--- src/rtl/multicore_pio_pkg.sv ---
// Shared constants for the multi-channel PIO bank: register offsets, edge-capture
// modes and the Avalon address width helper.
package multicore_pio_pkg;

  localparam logic [2:0] REG_DATA     = 3'd0;
  localparam logic [2:0] REG_DIR      = 3'd1;
  localparam logic [2:0] REG_MASK     = 3'd2;
  localparam logic [2:0] REG_EDGE_CAP = 3'd3;
  localparam logic [2:0] REG_OUTSET   = 3'd4;
  localparam logic [2:0] REG_OUTCLR   = 3'd5;
  localparam logic [2:0] REG_MODE     = 3'd6;
  localparam logic [2:0] REG_RSVD     = 3'd7;

  localparam logic [1:0] EDGE_RISE = 2'd0;
  localparam logic [1:0] EDGE_FALL = 2'd1;
  localparam logic [1:0] EDGE_BOTH = 2'd2;
  localparam logic [1:0] EDGE_OFF  = 2'd3;

  // Address is {channel, reg[2:0]}.
  function automatic int pio_addr_w(input int num_ch);
    return $clog2(num_ch) + 3;
  endfunction

endpackage

--- src/rtl/multicore_sync2.sv ---
// Two-flop synchroniser for asynchronous pin inputs, any width.
module multicore_sync2 #(
  parameter int W = 1
) (
  input  logic         clk_i,
  input  logic         rst_ni,
  input  logic [W-1:0] d_i,
  output logic [W-1:0] q_o
);

  logic [W-1:0] meta_q;
  logic [W-1:0] sync_q;

  always_ff @(posedge clk_i or negedge rst_ni) begin
    if (!rst_ni) begin
      meta_q <= '0;
      sync_q <= '0;
    end else begin
      meta_q <= d_i;
      sync_q <= meta_q;
    end
  end

  assign q_o = sync_q;

endmodule

--- src/rtl/multicore_pio_bank.sv ---
// Avalon-MM GPIO bank: NUM_CH channels of DATA_W bits with per-bit direction,
// synchronised inputs, per-channel edge capture and a masked registered irq.
module multicore_pio_bank
  import multicore_pio_pkg::*;
#(
  parameter int              NUM_CH    = 4,
  parameter int              DATA_W    = 8,
  parameter logic [DATA_W-1:0] OUT_RESET = '0,
  localparam int             AW        = pio_addr_w(NUM_CH),
  localparam int             PW        = NUM_CH * DATA_W
) (
  input  logic          clk_clk,
  input  logic          reset_reset_n,
  input  logic [AW-1:0] avs_address,
  input  logic          avs_read,
  input  logic          avs_write,
  input  logic [31:0]   avs_writedata,
  output logic [31:0]   avs_readdata,
  output logic          avs_readdatavalid,
  input  logic [PW-1:0] pio_in,
  output logic [PW-1:0] pio_out,
  output logic [PW-1:0] pio_oe,
  output logic          irq
);

  // Bus protocol: no waitrequest. avs_read sampled at edge N produces
  // avs_readdatavalid + data for exactly the cycle after N (pre-write values);
  // avs_write commits at the edge that samples it.
  logic [AW-1:0]     ch_idx;
  logic [2:0]        reg_sel;
  logic [DATA_W-1:0] wdata;
  logic              unused_wdata;

  assign ch_idx       = avs_address >> 3;
  assign reg_sel      = avs_address[2:0];
  assign wdata        = avs_writedata[DATA_W-1:0];
  assign unused_wdata = ^avs_writedata;

  logic [PW-1:0] sync_in;
  logic [PW-1:0] prev_q;

  multicore_sync2 #(.W(PW)) u_sync (
    .clk_i (clk_clk),
    .rst_ni(reset_reset_n),
    .d_i   (pio_in),
    .q_o   (sync_in)
  );

  logic [NUM_CH-1:0][DATA_W-1:0] out_w, dir_w, mask_w, cap_w;
  logic [NUM_CH-1:0][1:0]        mode_w;

  for (genvar c = 0; c < NUM_CH; c++) begin : g_ch
    localparam logic [AW-1:0] CH_ID = AW'(c);

    logic [DATA_W-1:0] out_q, out_d, dir_q, dir_d, mask_q, mask_d, cap_q, cap_d;
    logic [DATA_W-1:0] edge_set, s_c, p_c;
    logic [1:0]        mode_q, mode_d;
    logic              wr_hit;

    assign s_c    = sync_in[c*DATA_W +: DATA_W];
    assign p_c    = prev_q[c*DATA_W +: DATA_W];
    assign wr_hit = avs_write && (ch_idx == CH_ID);

    always_comb begin
      edge_set = '0;
      case (mode_q)
        EDGE_RISE: edge_set = s_c & ~p_c;
        EDGE_FALL: edge_set = ~s_c & p_c;
        EDGE_BOTH: edge_set = s_c ^ p_c;
        EDGE_OFF:  edge_set = '0;
        default:   edge_set = '0;
      endcase
    end

    always_comb begin
      out_d  = out_q;
      dir_d  = dir_q;
      mask_d = mask_q;
      cap_d  = cap_q;
      mode_d = mode_q;
      if (wr_hit) begin
        case (reg_sel)
          REG_DATA:     out_d  = wdata;
          REG_DIR:      dir_d  = wdata;
          REG_MASK:     mask_d = wdata;
          REG_EDGE_CAP: cap_d  = cap_q & ~wdata;
          REG_OUTSET:   out_d  = out_q | wdata;
          REG_OUTCLR:   out_d  = out_q & ~wdata;
          REG_MODE:     mode_d = avs_writedata[1:0];
          REG_RSVD:     ;
          default:      ;
        endcase
      end
      // A fresh edge beats a simultaneous write-1-to-clear.
      cap_d = cap_d | edge_set;
    end

    always_ff @(posedge clk_clk or negedge reset_reset_n) begin
      if (!reset_reset_n) begin
        out_q  <= OUT_RESET;
        dir_q  <= '0;
        mask_q <= '0;
        cap_q  <= '0;
        mode_q <= EDGE_RISE;
      end else begin
        out_q  <= out_d;
        dir_q  <= dir_d;
        mask_q <= mask_d;
        cap_q  <= cap_d;
        mode_q <= mode_d;
      end
    end

    assign out_w[c]  = out_q;
    assign dir_w[c]  = dir_q;
    assign mask_w[c] = mask_q;
    assign cap_w[c]  = cap_q;
    assign mode_w[c] = mode_q;
  end

  logic [31:0] rd_val;

  always_comb begin
    rd_val = '0;
    for (int c = 0; c < NUM_CH; c++) begin
      if (ch_idx == AW'(c)) begin
        case (reg_sel)
          REG_DATA:     rd_val = 32'((dir_w[c] & out_w[c]) |
                                     (~dir_w[c] & sync_in[c*DATA_W +: DATA_W]));
          REG_DIR:      rd_val = 32'(dir_w[c]);
          REG_MASK:     rd_val = 32'(mask_w[c]);
          REG_EDGE_CAP: rd_val = 32'(cap_w[c]);
          REG_MODE:     rd_val = 32'(mode_w[c]);
          default:      rd_val = '0;
        endcase
      end
    end
  end

  logic [31:0] rdata_q;
  logic        rvalid_q;
  logic        irq_q;

  always_ff @(posedge clk_clk or negedge reset_reset_n) begin
    if (!reset_reset_n) begin
      rdata_q  <= '0;
      rvalid_q <= 1'b0;
      irq_q    <= 1'b0;
      prev_q   <= '0;
    end else begin
      rdata_q  <= avs_read ? rd_val : '0;
      rvalid_q <= avs_read;
      irq_q    <= |(cap_w & mask_w);
      prev_q   <= sync_in;
    end
  end

  assign avs_readdata      = rdata_q;
  assign avs_readdatavalid = rvalid_q;
  assign irq               = irq_q;
  assign pio_out           = out_w;
  assign pio_oe            = dir_w;

endmodule

--- config.mk ---
export PLATFORM = sky130hd
export DESIGN_NAME = multicore_pio_bank
export DESIGN_NICKNAME = d
export VERILOG_FILES = /design/src/rtl/multicore_pio_pkg.sv /design/src/rtl/multicore_sync2.sv /design/src/rtl/multicore_pio_bank.sv
export SDC_FILE = /design/constraint.sdc
export NUM_CORES = 1
export LEC_CHECK = 0
export CAP_MARGIN = 20
export CORE_UTILIZATION = 35
export DETAILED_ROUTE_END_ITERATION = 8
export PLACE_DENSITY = 0.66
export SETUP_SLACK_MARGIN = 0.02
export SYNTH_ARGS = -nofsm -noshare
export SYNTH_HDL_FRONTEND = slang
export SYNTH_HIERARCHICAL = 1
export SYNTH_SLANG_ARGS = --single-unit
--- constraint.sdc ---
create_clock -name clk_clk -period 2.4 [get_ports clk_clk]
set_clock_uncertainty 0.1 [all_clocks]
set_input_delay 0.72 -clock clk_clk [delete_from_list [all_inputs] [get_ports clk_clk]]
set_output_delay 0.72 -clock clk_clk [all_outputs]
set_load 0.005 [all_outputs]
# After elaboration in Yosys (flattened, before gate mapping)
# Cells that the tools add are included.
# totals
regBits,266
latchBits,0
ramBits,0
rom_bits,0
output_inout_bits,98
wordCells,154
n_memories,0
# op_classes
addsub,0
mul,0
div,0
order_cmp,0
n_eq_ne,21
shifts,0
mux,25
n_bitwise,54
reduce_logical,28
# op_table
operator,count
32-bit case mux with 5 select lines,4
8-bit AND,20
32-bit two-way mux,5
32-bit by 8-bit AND with 32-bit output,4
8-bit inverter with 32-bit output,4
8-bit by 32-bit OR with 32-bit output,4
8-bit case mux with 4 select lines,4
8-bit case mux with 3 select lines,4
8-bit inverter,9
8-bit two-way mux,8
8-bit OR,8
32-bit AND,1
2-bit AND reduction,16
32-bit OR reduction,1
8-bit XOR,4
"2-bit == test, second input constant",10
"2-bit by 1-bit == test with 1-bit output, second input constant",5
"3-bit == test, second input constant",3
2-bit zero test,4
"3-bit by 2-bit == test with 1-bit output, second input constant",2
5-bit zero test,1
1-bit logical AND,4
"3-bit by 1-bit == test with 1-bit output, second input constant",1
3-bit zero test,1
3-bit nonzero test,1

# Depth between registers and ports, before layout
# depth
depth_word,9
mapped_depth,8
ltp_nobuf,5

# By module
# Netlist, hierarchy kept.
# by_module_without_submodules
module,n_inst,cells_per_inst,area_per_inst_um2,seq_area_each_um2
multicore_pio_bank,1,984,9813.2,4454.3
multicore_sync2,1,64,1601.5,1601.5

# Least setup slack after synthesis
# No wires, ideal clock.
# synth_timing
path_kind,input to register
from,in avs_address[0]
to,reg rdata_q[2] (netlist: avs_readdata[2])
setup_time_ps,134
arrival_ps,1859
t_required_ps,2166
slack_ps,308
path_stages,6
path_cell_list,buf_6 > buf_6 > or2_2 > a32o_1 > a2111oi_2 > nor4_2
# synth_between
elab_chain_len,7
word_cells_on_any_way,14
cone_classes,eq/ne (4); mux (9); reduce/logical (1)
# synth_lines
item,line,rtl
start: declaration,multicore_pio_bank.sv:14,"input logic [AW-1:0] avs_address,"
"3-bit == test, or another cell as far along",multicore_pio_bank.sv:127,case (reg_sel)
32-bit case mux with 5 select lines,multicore_pio_bank.sv:127,
32-bit two-way mux (3 in a row),multicore_pio_bank.sv:126,if (ch_idx == AW'(c)) begin
32-bit two-way mux (*),multicore_pio_bank.sv:126,
32-bit two-way mux (*),multicore_pio_bank.sv:151,rdata_q <= avs_read ? rd_val : '0;
end signal: assignment,multicore_pio_bank.sv:151,
end: declaration,multicore_pio_bank.sv:140,logic [31:0] rdata_q;
# Every way passes the cells marked *; elsewhere a longest branch is shown, timed or not.
# A chain may end at the register's enable or synchronous reset.

# Worst setup path in the final report
# layout_timing
from,reg g_ch[0].out_q[5]
to,out pio_out[5]
# layout_lines
item,line,rtl
start: declaration,multicore_pio_bank.sv:55,"logic [DATA_W-1:0] out_q, out_d, dir_q, dir_d, mask_q, mask_d, cap_q, cap_d;"
start signal: assignment,multicore_pio_bank.sv:106,out_q <= out_d;
end: declaration,multicore_pio_bank.sv:21,"output logic [PW-1:0] pio_out,"
# No word-level cell between the ends.

==> results.py <==
metrics = {
    "outcome": {
        "status": "finished, final reports clean",
    },
    "final_layout": {
        "fill_cells": 2936,
        "drive_gt1_share_pct": 19.46,
        "areaGrowthSynthToFinish_pct": 30.46,
        "final_nets": 1419,
        "final_cell_mix": "dfrtp_1, buf_4, clkdlybuf4s50_1, o21ai_0, nand2_1",
        "multi_input_area_um2": 4722,
        "stdcell_count": 1736,
        "final_area_um2": 14890,
        "final_common_cell": "dfrtp_1",
        "seq_area_um2": 6068,
        "utilization_pct": 46.83,
    },
    "die": {
        "rows": 65,
        "core_um2": 31800,
        "start_util_pct": 35.90,
        "die_w_um": 182.6,
        "die_y_um": 182.6,
        "ioPinCount": 171,
        "dieArea_um2": 33340,
    },
    "sta": {
        "post-route-min-period_ps": 2363,
        "setup_violations": 0,
        "slew_viol_final": 0,
        "tightest_slew_ps": 608.8,
        "setup_tns_ps": 0,
        "holdWs_ps": 22.04,
        "fmax_mhz": 423.2,
        "period_share_pct": 98.46,
        "hold_violations": 0,
        "rsz0062_at_grt": "yes",
        "slew_headroom_pct": 59.29,
        "worst_slack_ps": 37.03,
    },
    "power_and_ir_drop": {
        "pwr-share-clk_pct": 39.3,
        "ir_worst_vdd_v": 0.0004794,
        "power_mw": 10.80,
        "p_leak_nw": 6.546,
        "p_int_mw": 7.822,
        "switchingPower_mw": 2.974,
        "combinationalPowerShare_pct": 15.8,
        "switching_share_pct": 27.55,
        "cellPowerDensity_nw_per_um2": 724.9,
        "power_frac_seq_pct": 44.9,
    },
    "synth": {
        "yosys_warnings": 6,
        "seq_area_frac_synth_pct": 53.05,
        "synth_edf_count": 0,
        "synth_cell_types": 65,
        "synth_area_um2": 11410,
        "synthFlopType": "dfrtp_1",
        "synth_cells": 1048,
        "synthArstFlopShare_pct": 100.0,
        "postSynthAreaPerCell_um2": 10.89,
        "synth-seq-cells": 242,
    },
    "setup_path": {
        "critPathArrivalTime_ps": 1540,
        "crit_family": "buffers and inverters",
        "r2r-end": "avs_readdata[2]",
        "rr_worst_depth": 6,
        "cp.required_ps": 1580,
        "startpoint_type": "flip-flop",
        "cp-end-kind": "primary output",
        "cpPeakStageDelay_ps": 550,
        "critical_path_buf_inv_count": 1,
        "slowest_stage": "clkdlybuf4s50_1",
        "crit_chain": "clkdlybuf4s50_1",
        "rrSetupSlack_ps": 170,
        "r2r_start": "u_sync/q_o[18]",
        "cp_max_fo": 4,
        "worstSetupPathType": "flip-flop to primary output",
    },
    "cts": {
        "cts_tree": "done",
        "cts_root_buf": "clkbuf_16",
        "numClockSinks": 242,
        "clk_pin_slew_ps": 60,
        "cts_max_path_buffers": 3,
        "postCtsHoldBufs": 0,
        "htree_num_levels": 1,
        "post_cts_buffers": 0,
        "numCtsBuffers": 28,
        "insertion_delay_ps": 550,
    },
    "hold_path": {
        "hold_class": "input port to asynchronous set/reset pin",
    },
    "placed_design": {
        "placed_cells": 1687,
        "post-place-ws_ps": -614.4,
        "numPortBuffers": 122,
        "place_congestion": 0.9632,
        "dp_hpwl_mm": 27.96,
        "place_area_um2": 13940,
    },
    "global_routing": {
        "grt_pass1_wl_mm": 57.70,
        "track_usage_pct": 23.18,
        "grt_max_degree": 60,
        "antenna_found_initial": 2,
        "grt_pass1_vias": 9254,
        "grt_overflow": 0,
    },
    "detailed_routing": {
        "ant_nets": 0,
        "totalWireLength_mm": 37.98,
        "wire_per_inst_um": 21.88,
        "drtIter0Drc": 790,
        "avgViaCountPerCell": 5.360,
        "drt_first_pass_iters": 5,
        "drcViolationCount": 0,
        "vias": 9305,
    },
    "job": {
        "cap_violations": 0,
    },
}
-- per-layer routing --
metal	vias to the layer above	part of all wire [%]	track usage [%]
li1	4175	-	-
met1	4607	44	33.26
met2	430	44	35.21
met3	93	8.2	3.871
met4	0	4.0	8.202
met5	-	0	0
-- Yosys cell counts, types with 3 or more instances --
| cell type | number | area share, % |
|---|---|---|
| nor3_2 | 8 | 0.70 |
| clkbuf_1 | 31 | 1.0 |
| o21ai_1 | 8 | 0.35 |
| inv_1 | 77 | 2.5 |
| o31ai_1 | 3 | 0.20 |
| o21ai_0 | 101 | 4.4 |
| buf_2 | 10 | 0.44 |
| or4_1 | 5 | 0.33 |
| nor2_1 | 50 | 1.6 |
| buf_4 | 28 | 1.8 |
| o211ai_1 | 7 | 0.46 |
| o22ai_1 | 8 | 0.44 |
| a21o_1 | 5 | 0.33 |
| a32oi_1 | 6 | 0.46 |
| buf_6 | 5 | 0.49 |
| a21oi_1 | 52 | 2.3 |
| a211oi_1 | 33 | 2.2 |
| or3_1 | 5 | 0.27 |
| nand2b_1 | 8 | 0.44 |
| a22oi_1 | 16 | 1.1 |
| o311ai_1 | 3 | 0.23 |
| dfrtp_1 | 242 | 53 |
| o221ai_1 | 29 | 2.2 |
| nand2_1 | 86 | 2.8 |
| buf_1 | 4 | 0.13 |
| mux2_2 | 32 | 3.2 |
| nor2b_1 | 4 | 0.22 |
| and2_1 | 4 | 0.22 |
| ha_1 | 64 | 7.0 |
| mux2i_1 | 46 | 4.0 |
| o31a_1 | 5 | 0.38 |
| a221o_1 | 3 | 0.26 |
| nand4_1 | 6 | 0.33 |
| a31oi_1 | 3 | 0.16 |
| nand3_1 | 8 | 0.35 |
-- final cells by class --
type,instances,area share [%]
Inverter,77,1.941
Tap cell,435,3.655
Antenna cell,1,0.01680
Timing Repair Buffer,260,15.80
Clock buffer,40,5.411
Clock inverter,8,0.7226
Sequential cell,242,40.75
Multi-Input combinational cell,673,31.71
-- registers in the layout (all words and copies together) (netlist names) --
name,count
irq,1
g_ch.dir_q,32
g_ch.mask_q,32
avs_readdatavalid,1
g_ch.cap_q,32
avs_readdata,8
g_ch.mode_q,8
u_sync/meta_q,32
prev_q,32
g_ch.out_q,32
u_sync/q_o,32
-- power groups by stage --
| stage | Combinational, mW | Clock, mW | Sequential, mW |
|---|---|---|---|
| 6_report | 1.71 | 4.24 | 4.85 |
| 5_1_grt | 1.86 | 4.49 | 4.89 |
| 4_1_cts | 1.70 | 4.32 | 4.84 |
| 3_5_place_dp | 1.69 | 0 | 4.91 |
| 3_3_place_gp | 1.67 | 0 | 4.90 |
| 2_1_floorplan | 0.905 | 0 | 4.72 |
-- worst max-delay path by stage --
stage,startpoint,to,slack [ps],cells past startpoint
detailed placement,avs_address[3],g_ch[2].dir_q[1],-610,8
global placement,avs_address[3],g_ch[2].dir_q[1],-580,8
CTS,g_ch[1].dir_q[1],pio_oe[9],30,1
global route,avs_address[3],g_ch[2].out_q[6],10,7
floorplan,avs_address[0],avs_readdata[2],310,6
finish,g_ch[0].out_q[5],pio_out[5],40,1
-- kinds of logic after synthesis --
| kind of cell | count (synthesis) | share of synthesized area (%) |
|---|---|---|
| compound gates | 302 | 17.12 |
| fa+ha+maj | 64 | 7.015 |
| buf+inv | 156 | 6.500 |
| flops | 242 | 53.05 |
| mux | 79 | 7.388 |
| other cells | 1 | 0.03285 |
| simple gates | 204 | 8.890 |
-- worst reg2reg max path: stages, from the launching register on --
cell       delay, ps
dfrtp_1          370
inv_1             80
o311a_1          380
a2111oi_0        500
buf_4            210
o32ai_1          140
nor4_2           320
-- what timing repair did --
| action | 4_1_cts | 5_1_grt |
|---|---|---|
| cloned | 0 | 0 |
| gates resized for setup | 5 | 11 |
| setup endpoints to repair | 9 | 20 |
Power figures use the tool's default switching activity.
